--- src/rtl/program_loader.sv ---
// Streams instruction words into consecutive regfile slots (wrapping modulo 2**ADDR_W)
// and holds the program counter off while a load is in flight.
module program_loader #(
  parameter int ADDR_W = 5,
  parameter int DATA_W = 16,
  parameter int LEN_W  = 6
) (
  input  logic              clk,
  input  logic              rst,
  input  logic              start,
  input  logic [ADDR_W-1:0] origin,
  input  logic [LEN_W-1:0]  length,
  input  logic              abort,
  input  logic [DATA_W-1:0] in_data,
  input  logic              in_valid,
  output logic              in_ready,
  output logic [DATA_W-1:0] wr_data,
  output logic [ADDR_W-1:0] wr_addr,
  output logic              wr_en,
  output logic              hold,
  output logic              done,
  output logic              error,
  output logic [LEN_W-1:0]  count
);

  localparam logic [LEN_W-1:0] MAX_LEN = LEN_W'(1 << ADDR_W);

  typedef enum logic [1:0] {
    IDLE = 2'd0,
    LOAD = 2'd1,
    DONE = 2'd2
  } state_t;

  state_t state, next_state;

  logic [ADDR_W-1:0] origin_q;
  logic [LEN_W-1:0]  length_q;
  logic [LEN_W-1:0]  count_q;
  logic              error_q;

  logic              len_ok_p0;
  logic              accept_p0;
  logic              take_p0;
  logic              last_p0;

  logic              wr_en_p1;
  logic [DATA_W-1:0] wr_data_p1;
  logic [ADDR_W-1:0] wr_addr_p1;

  // Accept stage: handshake qualified by abort so an aborted beat never reaches the regfile
  always_comb begin
    len_ok_p0 = (length != '0) && (length <= MAX_LEN);
    accept_p0 = in_valid && (state == LOAD);
    take_p0   = accept_p0 && !abort;
    last_p0   = (count_q == (length_q - LEN_W'(1)));
  end

  always_comb begin
    next_state = state;
    case (state)
      IDLE: begin
        if (start && len_ok_p0) next_state = LOAD;
      end
      LOAD: begin
        if (abort)                  next_state = IDLE;
        else if (take_p0 && last_p0) next_state = DONE;
      end
      DONE:    next_state = IDLE;
      default: next_state = IDLE;
    endcase
  end

  always_ff @(posedge clk or negedge rst) begin
    if (!rst) begin
      state    <= IDLE;
      origin_q <= '0;
      length_q <= '0;
      count_q  <= '0;
      error_q  <= 1'b0;
    end else begin
      state <= next_state;
      if (state == IDLE && start) begin
        if (len_ok_p0) begin
          origin_q <= origin;
          length_q <= length;
          count_q  <= '0;
          error_q  <= 1'b0;
        end else begin
          error_q  <= 1'b1;
        end
      end
      if (state == LOAD && abort) error_q <= 1'b1;
      if (take_p0) count_q <= count_q + LEN_W'(1);
    end
  end

  // Write stage: one cycle after acceptance, address uses the pre-increment count
  always_ff @(posedge clk or negedge rst) begin
    if (!rst) begin
      wr_en_p1   <= 1'b0;
      wr_data_p1 <= '0;
      wr_addr_p1 <= '0;
    end else begin
      wr_en_p1 <= take_p0;
      if (take_p0) begin
        wr_data_p1 <= in_data;
        wr_addr_p1 <= origin_q + count_q[ADDR_W-1:0];
      end
    end
  end

  assign in_ready = (state == LOAD);
  assign hold     = (state != IDLE);
  assign done     = (state == DONE);
  assign error    = error_q;
  assign count    = count_q;
  assign wr_en    = wr_en_p1;
  assign wr_data  = wr_data_p1;
  assign wr_addr  = wr_addr_p1;

endmodule

--- config.mk ---
export PLATFORM = sky130hd
export DESIGN_NAME = program_loader
export DESIGN_NICKNAME = d
export VERILOG_FILES = /design/src/rtl/program_loader.sv
export SDC_FILE = /design/constraint.sdc
export NUM_CORES = 1
export LEC_CHECK = 0
export CAP_MARGIN = 25
export CORE_UTILIZATION = 32
export CTS_CLUSTER_SIZE = 10
export DETAILED_ROUTE_END_ITERATION = 10
export PLACE_DENSITY = 0.61
export SLEW_MARGIN = 10
export SYNTH_ARGS = -nofsm -noshare
export SYNTH_HDL_FRONTEND = slang
export SYNTH_SLANG_ARGS = --single-unit
--- constraint.sdc ---
create_clock -name clk -period 2.2 [get_ports clk]
set_clock_uncertainty 0.05 [all_clocks]
set_input_delay 0.44 -clock clk [delete_from_list [all_inputs] [get_ports clk]]
set_output_delay 0.44 -clock clk [all_outputs]
set_load 0.02 [all_outputs]
== Word-level counts from Yosys, hierarchy flattened ==
Cells that the tools add are included.
Storage, ports and cells
  register bits after elaboration: 42
  bits in latches: 0
  RAM bits: 0
  memory bits (read-only): 0
  logic and storage cells: 44
  memories kept: 0
Cells by class
  add/subtract/negate cells: 3
  multiply operators: 0
  divide/modulo/power cells: 0
  $lt $le $gt $ge: 1
  eq/ne operators: 5
  shifts and indexed selects: 0
  multiplexer cells: 10
  bitwise operators: 0
  reduce and logical (&&, ||, !) cells: 17
Operator list (count)
  2-to-1 mux 6 bit: 3
  nonzero test 2 bit: 4
  logical AND 1 bit: 7
  adder 6 x 1 -> 6 bit (second input constant): 1
  == test 6 bit: 1
  <= comparator 6 bit (second input constant): 1
  2-to-1 mux 2 bit: 3
  AND reduction 2 bit: 3
  nonzero test 6 bit: 1
  subtractor 6 x 1 -> 6 bit (second input constant): 1
  adder 5 bit: 1
  case mux 2 bit (2 select lines): 1
  2-to-1 mux 1 bit: 3
  inequality test 3 x 2 -> 1 bit (second input constant): 1
  == test 2 x 1 -> 1 bit (second input constant): 1
  == test 2 bit (second input constant): 1
  zero test 2 bit: 1
  inequality test 2 bit (second input constant): 1
  zero test 1 bit: 1

== Longest topological paths before layout ==
Gate-level depths: netlist (run 1).
  word-level depth: 7
  mapped depth: 7
  mapped depth without buffers: 7

== Least setup slack after synthesis (run 1) ==
No wires, ideal clock.
  path kind: input to register
  start: input port length[0]
  end: register length_q[1]
  library setup time: 0.125 ns
  arrival: 1.997 ns
  data required time: 2.025 ns
  slack: 0.029 ns
  stages on the path: 5
  cells stage by stage: or4_4 o21a_1 nor3_1 buf_4 mux2_2
On the way
  longest elaborated chain between the ends: 3
  elaborated cells on any way between the ends: 4
  classes of those cells: order compare (1); reduce/logical (3)
RTL lines
  from (decl): line 12  | input logic [LEN_W-1:0] length,
  <= comparator 6 bit / nonzero test 6 bit (equally long branches): line 52  | len_ok_p0 = (length != '0) && (length <= MAX_LEN);
  logical AND 1 bit *: line 52
  AND reduction 2 bit (no line) *
  to (signal assigned): line 85  | length_q <= length;
  to (decl): line 37  | logic [LEN_W-1:0] length_q;
Mark *: on every way between the ends. The rest lies on a longest branch, timed or not.
A chain may end at the register's enable or synchronous reset.

== Worst setup path in the final report (run 1) ==
  start: input port length[0]
  end: register length_q[5]
The elaborated chain is that of the path after synthesis.

==> metrics.md, run 1 <==
| Metric | Value |
|---|---|
| CTS Buf Count | 5 |
| CP peak stage delay | 0.43 ns |
| Storage cell area | 0.00105 mm2 |
| Detailed Place HPWL | 3.35 mm |
| Async set-reset flop share out of synthesis | 1.00 |
| Post-DRT Antenna Nets | 0 |
| Nets@finish | 314 |
| Sequential cell area fraction in the yosys report | 0.522 |
| Post-synth EDFFs | 0 |
| Final Hold Fails | 0 |
| Slew @ Worst Pin | 0.734 ns |
| PwrDens | 1240 mW/mm2 |
| Fin crit share | 0.980 |
| Die W | 81.3 um |
| Yosys top cell area share | 0.522 |
| Core ar. | 0.00599 mm2 |
| CTS clock-pin slew for the worst setup and hold paths | 0.08 ns |
| Crit-path cells | clkdlybuf4s50_1 > or4_4 > o21a_1 > or3_4 > mux2_1 |
| Max FO, Critical Path | 6 |
| Grt total ovfl | 0 |
| Max-slew violations | 0 |
| Residual DRC | 0 |
| Element type at the critical path end | flop |
| First-pass GRT wire length | 7.60 mm |
| Final GP Congestion | 0.719 |
| Pleak | 1.34 nW |
| Footprint of the multi-input gates | 901 um2 |
| Starting DRC count in detailed routing | 90 |
| Ys Warns | 0 |
| Clk_lat worst skew | 0.29 ns |
| Die Y | 81.3 um |
| Area leader, netlist | dfrtp_1 |
| Slew HR | 0.511 |
| Antenna fix cells | 0 |
| Most used DFF post-synth | dfrtp_1 |
| VDD IR-drop max | 552 uV |
| CP required | 2.32 ns |
| Final Setup Violations | 0 |
| Layout cells sized above 1 | 0.112 |
| Via count | 1,654 |
| Hold Crit Class | primary input to async pin |
| Number of core rows | 28 |
| Most common cell in the netlist | nand2_1 |
| Crit path buffers/inverters | 1 |
| Final WL | 4.51 mm |
| Routed length per instance | 12.9 um |
| Syn_nets | 243 |
| Number of global-route vias before repair | 1,627 |
| Die ar. | 0.00661 mm2 |
| CTS tree | built |
| Syn Area/Cell | 9.86 um2 |
| Max-Cap Viols | 0 |
| First-pass iteration count of the detailed router | 4 |
| Kind of critical path | primary input to flop |
| Clock buffer depth | 2 |
| Syn Inst Count | 204 |
| H-tree depth | 2 |
| Layout area overhead | 43.1% |
| Final hold slack | 0.158 ns |
| Starting Density | 0.336 |
| Hold_buf cts | 0 |
| Synth unique cells | 37 |
| Yosys reg bits | 42 |
| Clk root buf | clkbuf_8 |
| Worst path slowest cell | or4_4 |
| Outcome | finished clean |
| Startpoint class of the critical path | primary input |
| Placed Instance Area | 0.00275 mm2 |
| Setup_tns | 0 ns |
| Total Routing Usage GR | 0.153 |
| Cell class contributing the biggest share of worst-path delay | simple AND/OR/NAND/NOR gates |
| Via density | 4.71 |
| Final Instance Area | 0.00288 mm2 |
| Synth Cell Area | 0.00201 mm2 |
| Clock sinks | 42 |
| Largest net degree at the start of global routing | 34 |
| Synth top area cells | dfrtp_1 52%, nand2_1 11%, mux2_2 4.5% |
| Crit path DAT | 2.28 ns |
| Unrepaired setup endpoints after global routing | false |
| PortBufs | 63 |
| # fillers | 567 |
| Initial antenna violation count | 0 |
| IO Count | 64 |
| Tmin final | 2.16 ns |
| Synth top cells by count | 61 x nand2_1, 42 x dfrtp_1, 8 x mux2_2, 8 x xor2_1 |
| Maximum operating frequency | 0.464 GHz |
-- sequential cells by signal, summed over array words and instances, names as in the netlist --
| signal | flops |
|---|---|
| origin_q | 5 |
| wr_addr | 5 |
| length_q | 6 |
| state | 2 |
| count | 6 |
| error | 1 |
| wr_data | 16 |
| wr_en | 1 |
-- cells by family after synthesis --
family          Yosys count  synth area share
buf+inv                  17            0.0373
simple gates             91             0.201
xor+xnor                 11            0.0479
compound gates           25            0.0827
fa+ha+maj                 7            0.0473
mux                      11            0.0616
flops                    42             0.522
-- metrics by stage --
step / power [mW] / setup WS, ns / utilization / cells
floorplan: 2.31 / 0.0286 / - / 204
global placement: 3.04 / -0.444 / 0.458 / 341
detailed placement: 3.07 / -0.494 / 0.458 / 341
CTS: 3.62 / -0.0340 / 0.478 / 351
global route: 3.85 / 0.00913 / 0.481 / 351
finish: 3.57 / 0.0429 / 0.481 / 351
-- final timing paths --
kind	startpoint	end	slack (ns)	cells after the start
max in group asynchronous	rst	wr_addr[4]$_DFFE_PN0P_	1.31	2
min in group clk	length[4]	length_q[4]$_DFFE_PN0P_	0.36	2
max reg2reg	count[1]$_DFFE_PN0P_	wr_addr[4]$_DFFE_PN0P_	0.40	6
max	length[0]	length_q[5]$_DFFE_PN0P_	0.04	5
min reg2reg	wr_data[11]$_DFFE_PN0P_	wr_data[11]$_DFFE_PN0P_	0.43	2
min	rst	wr_addr[2]$_DFFE_PN0P_	0.16	1
-- layer usage --
| layer | vias to the layer above | wire, um | GRT usage |
|---|---|---|---|
| met5 | - | 0 | 0 |
| met4 | 0 | 40 | 0.0429 |
| met3 | 5 | 302 | 0.0404 |
| met2 | 51 | 2120 | 0.255 |
| met1 | 771 | 2050 | 0.192 |
| li1 | 827 | - | - |
-- where the power goes --
group | internal (mW) | switching, mW
Combinational | 0.850 | 0.851
Sequential | 1.10 | 0.248
Clock | 0.252 | 0.268
Total | 2.21 | 1.37
-- final cells by class --
cell class	instances	share of cell area
clock buffers	6	0.0287
clock inverters	2	0.00435
inverters	8	0.0104
multi-input cells	145	0.313
flip-flops and latches	42	0.365
well taps	75	0.0326
repair buffers	73	0.246
-- what timing repair did --
item	in CTS	in global routing
gates resized for setup	2	4
setup endpoints to repair	12	14
pin swaps	2	4
setup buffers	2	0
-- cell usage in the layout (no fill, tap or decap), types with 6 or more instances in the layout --
cell type and n:
nand2_1 61, clkdlybuf4s50_1 59, dfrtp_1 42, buf_4 10, xor2_1 8, mux2_2 8, inv_1 7, o21ai_0 7
ha_1 6, clkbuf_8 6
Note: power is estimated with default switching activity, not from simulation.
==> run 2: changes to the inputs <==
CORE_MARGIN = 1.5   (was default)
GPL_ROUTABILITY_DRIVEN = 0   (was default)
SKIP_CTS_REPAIR_TIMING = 1   (was default)
==> metrics.md, run 2 (synthesis results as in run 1) <==
| Metric | Value |
|---|---|
| Outcome | finished clean |
| PwrDens | 1260 mW/mm2 |
| Final WL | 4.49 mm |
| Initial antenna violation count | 0 |
| Setup_tns | 0 ns |
| Worst R2R End | wr_addr[4]$_DFFE_PN0P_ |
| Worst path depth | 5 |
| Maximum operating frequency | 0.461 GHz |
| Starting Density | 0.336 |
| PortBufs | 63 |
| Setup crit end | length_q[5]$_DFFE_PN0P_ |
| Non-Filler Instances | 350 |
| Final Instance Area | 0.00290 mm2 |
| Residual DRC | 0 |
| CTS Buf Count | 5 |
| Antenna fix cells | 0 |
| Worst path slowest cell | or4_4 |
| Clk root buf | clkbuf_8 |
| Element type at the critical path end | flop |
| Clk_lat worst skew | 0.29 ns |
| Starting DRC count in detailed routing | 110 |
| Final hold slack | 0.161 ns |
| Layout area overhead | 43.9% |
| Placed Cells | 341 |
| Slew HR | 0.636 |
| Final Setup Violations | 0 |
| Largest net degree at the start of global routing | 43 |
| Most frequent cells in the layout | 61 x nand2_1, 60 x clkdlybuf4s50_1, 42 x dfrtp_1 |
| Number of core rows | 28 |
| Clock sinks | 42 |
| Placed Instance Area | 0.00276 mm2 |
| Cell class contributing the biggest share of worst-path delay | simple AND/OR/NAND/NOR gates |
| R2R setup slack | 0.41 ns |
| Hold Crit Class | primary input to async pin |
| Worst reg2reg startpoint | count[1]$_DFFE_PN0P_ |
| Post-layout util | 0.483 |
| Die Y | 82.3 um |
| CP required | 2.32 ns |
| First-pass GRT wire length | 7.31 mm |
| Commonest non-fill, non-tap cell in the layout | nand2_1 |
| Layout cells sized above 1 | 0.109 |
| Die W | 82.3 um |
| Detailed Place HPWL | 3.21 mm |
| Post-DRT Antenna Nets | 0 |
| Crit path DAT | 2.29 ns |
| CP peak stage delay | 0.49 ns |
| Final Hold Fails | 0 |
| Grt total ovfl | 0 |
| Max-slew violations | 0 |
| Routed length per instance | 12.8 um |
| CTS tree | built |
| Slew @ Worst Pin | 0.546 ns |
| IO Count | 64 |
| Die ar. | 0.00677 mm2 |
| First-pass iteration count of the detailed router | 4 |
| Tmin final | 2.17 ns |
| CP Launch Point | length[2] |
| Nets@finish | 313 |
| H-tree depth | 2 |
| Via density | 4.76 |
| CTS clock-pin slew for the worst setup and hold paths | 0.08 ns |
| Clock buffer depth | 2 |
| Crit path buffers/inverters | 1 |
| Fin crit share | 0.986 |
| Startpoint class of the critical path | primary input |
| Total Routing Usage GR | 0.143 |
| Via count | 1,665 |
| Kind of critical path | primary input to flop |
| Core ar. | 0.00599 mm2 |
| Number of global-route vias before repair | 1,553 |
| Pleak | 1.34 nW |
| Max-Cap Viols | 0 |
| Largest register FFs | 16 |
| Crit-path cells | clkdlybuf4s50_1 > or4_4 > o21a_1 > or3_4 > mux2_1 |
| VDD IR-drop max | 647 uV |
| Max FO, Critical Path | 6 |
| Unrepaired setup endpoints after global routing | false |
| Reg2reg path depth | 6 |
==> run 2: changes by cell type in the layout (fill, tap and decap cells not counted) <==
cell / change
buf_12: +1
clkinvlp_4: -1
clkbuf_8: +2
clkdlybuf4s50_1: +1
dlymetal6s2s_1: -1
nor3_2: -1
mux2_4: +1
clkinv_2: -1
buf_4: -2
nor3_1: +1
mux2_1: -1
==> run 2: stage by stage <==
stage / setup WS [ns] / power, mW
3_3_place_gp: -0.442 / 3.06
5_1_grt: 0.0148 / 3.92
3_5_place_dp: -0.461 / 3.07
6_report: 0.0315 / 3.64
2_1_floorplan: 0.0286 / 2.31
4_1_cts: -0.157 / 3.67
==> run 2: per-layer routing <==
layer / global-route usage / vias up / share of wire
met2: 0.215 / 60 / 0.43
met5: 0 / - / 0
met3: 0.0505 / 6 / 0.082
met1: 0.193 / 776 / 0.48
li1: - / 823 / -
met4: 0.0407 / 0 / 0.011
==> run 2: where the power goes <==
part / total (mW) / internal [mW] / leakage (nW) / switching, mW
sequential: 1.35 / 1.10 / 0.521 / 0.245
clock: 0.581 / 0.317 / 0.0575 / 0.264
combinational: 1.72 / 0.859 / 0.764 / 0.856
==> run 2: layout make-up <==
| cell class | instances | area (um2) |
|---|---|---|
| Tap cell | 75 | 93.8 |
| Fill cell | 568 | 3100 |
| Inverter | 8 | 30.0 |
| Clock buffer | 8 | 110 |
| Sequential cell | 42 | 1050 |
| Multi-Input combinational cell | 145 | 900 |
| Timing Repair Buffer | 72 | 711 |
==> run 2: worst min-delay path by stage <==
stage	start	to	depth (start not counted)
3_5_place_dp	wr_data[7]$_DFFE_PN0P_	wr_data[7]$_DFFE_PN0P_	2
4_1_cts	rst	error$_DFFE_PN0P_	2
3_3_place_gp	wr_data[6]$_DFFE_PN0P_	wr_data[6]$_DFFE_PN0P_	2
2_1_floorplan	rst	count[0]$_DFFE_PN0P_	0
5_1_grt	rst	error$_DFFE_PN0P_	2
6_report	rst	error$_DFFE_PN0P_	2
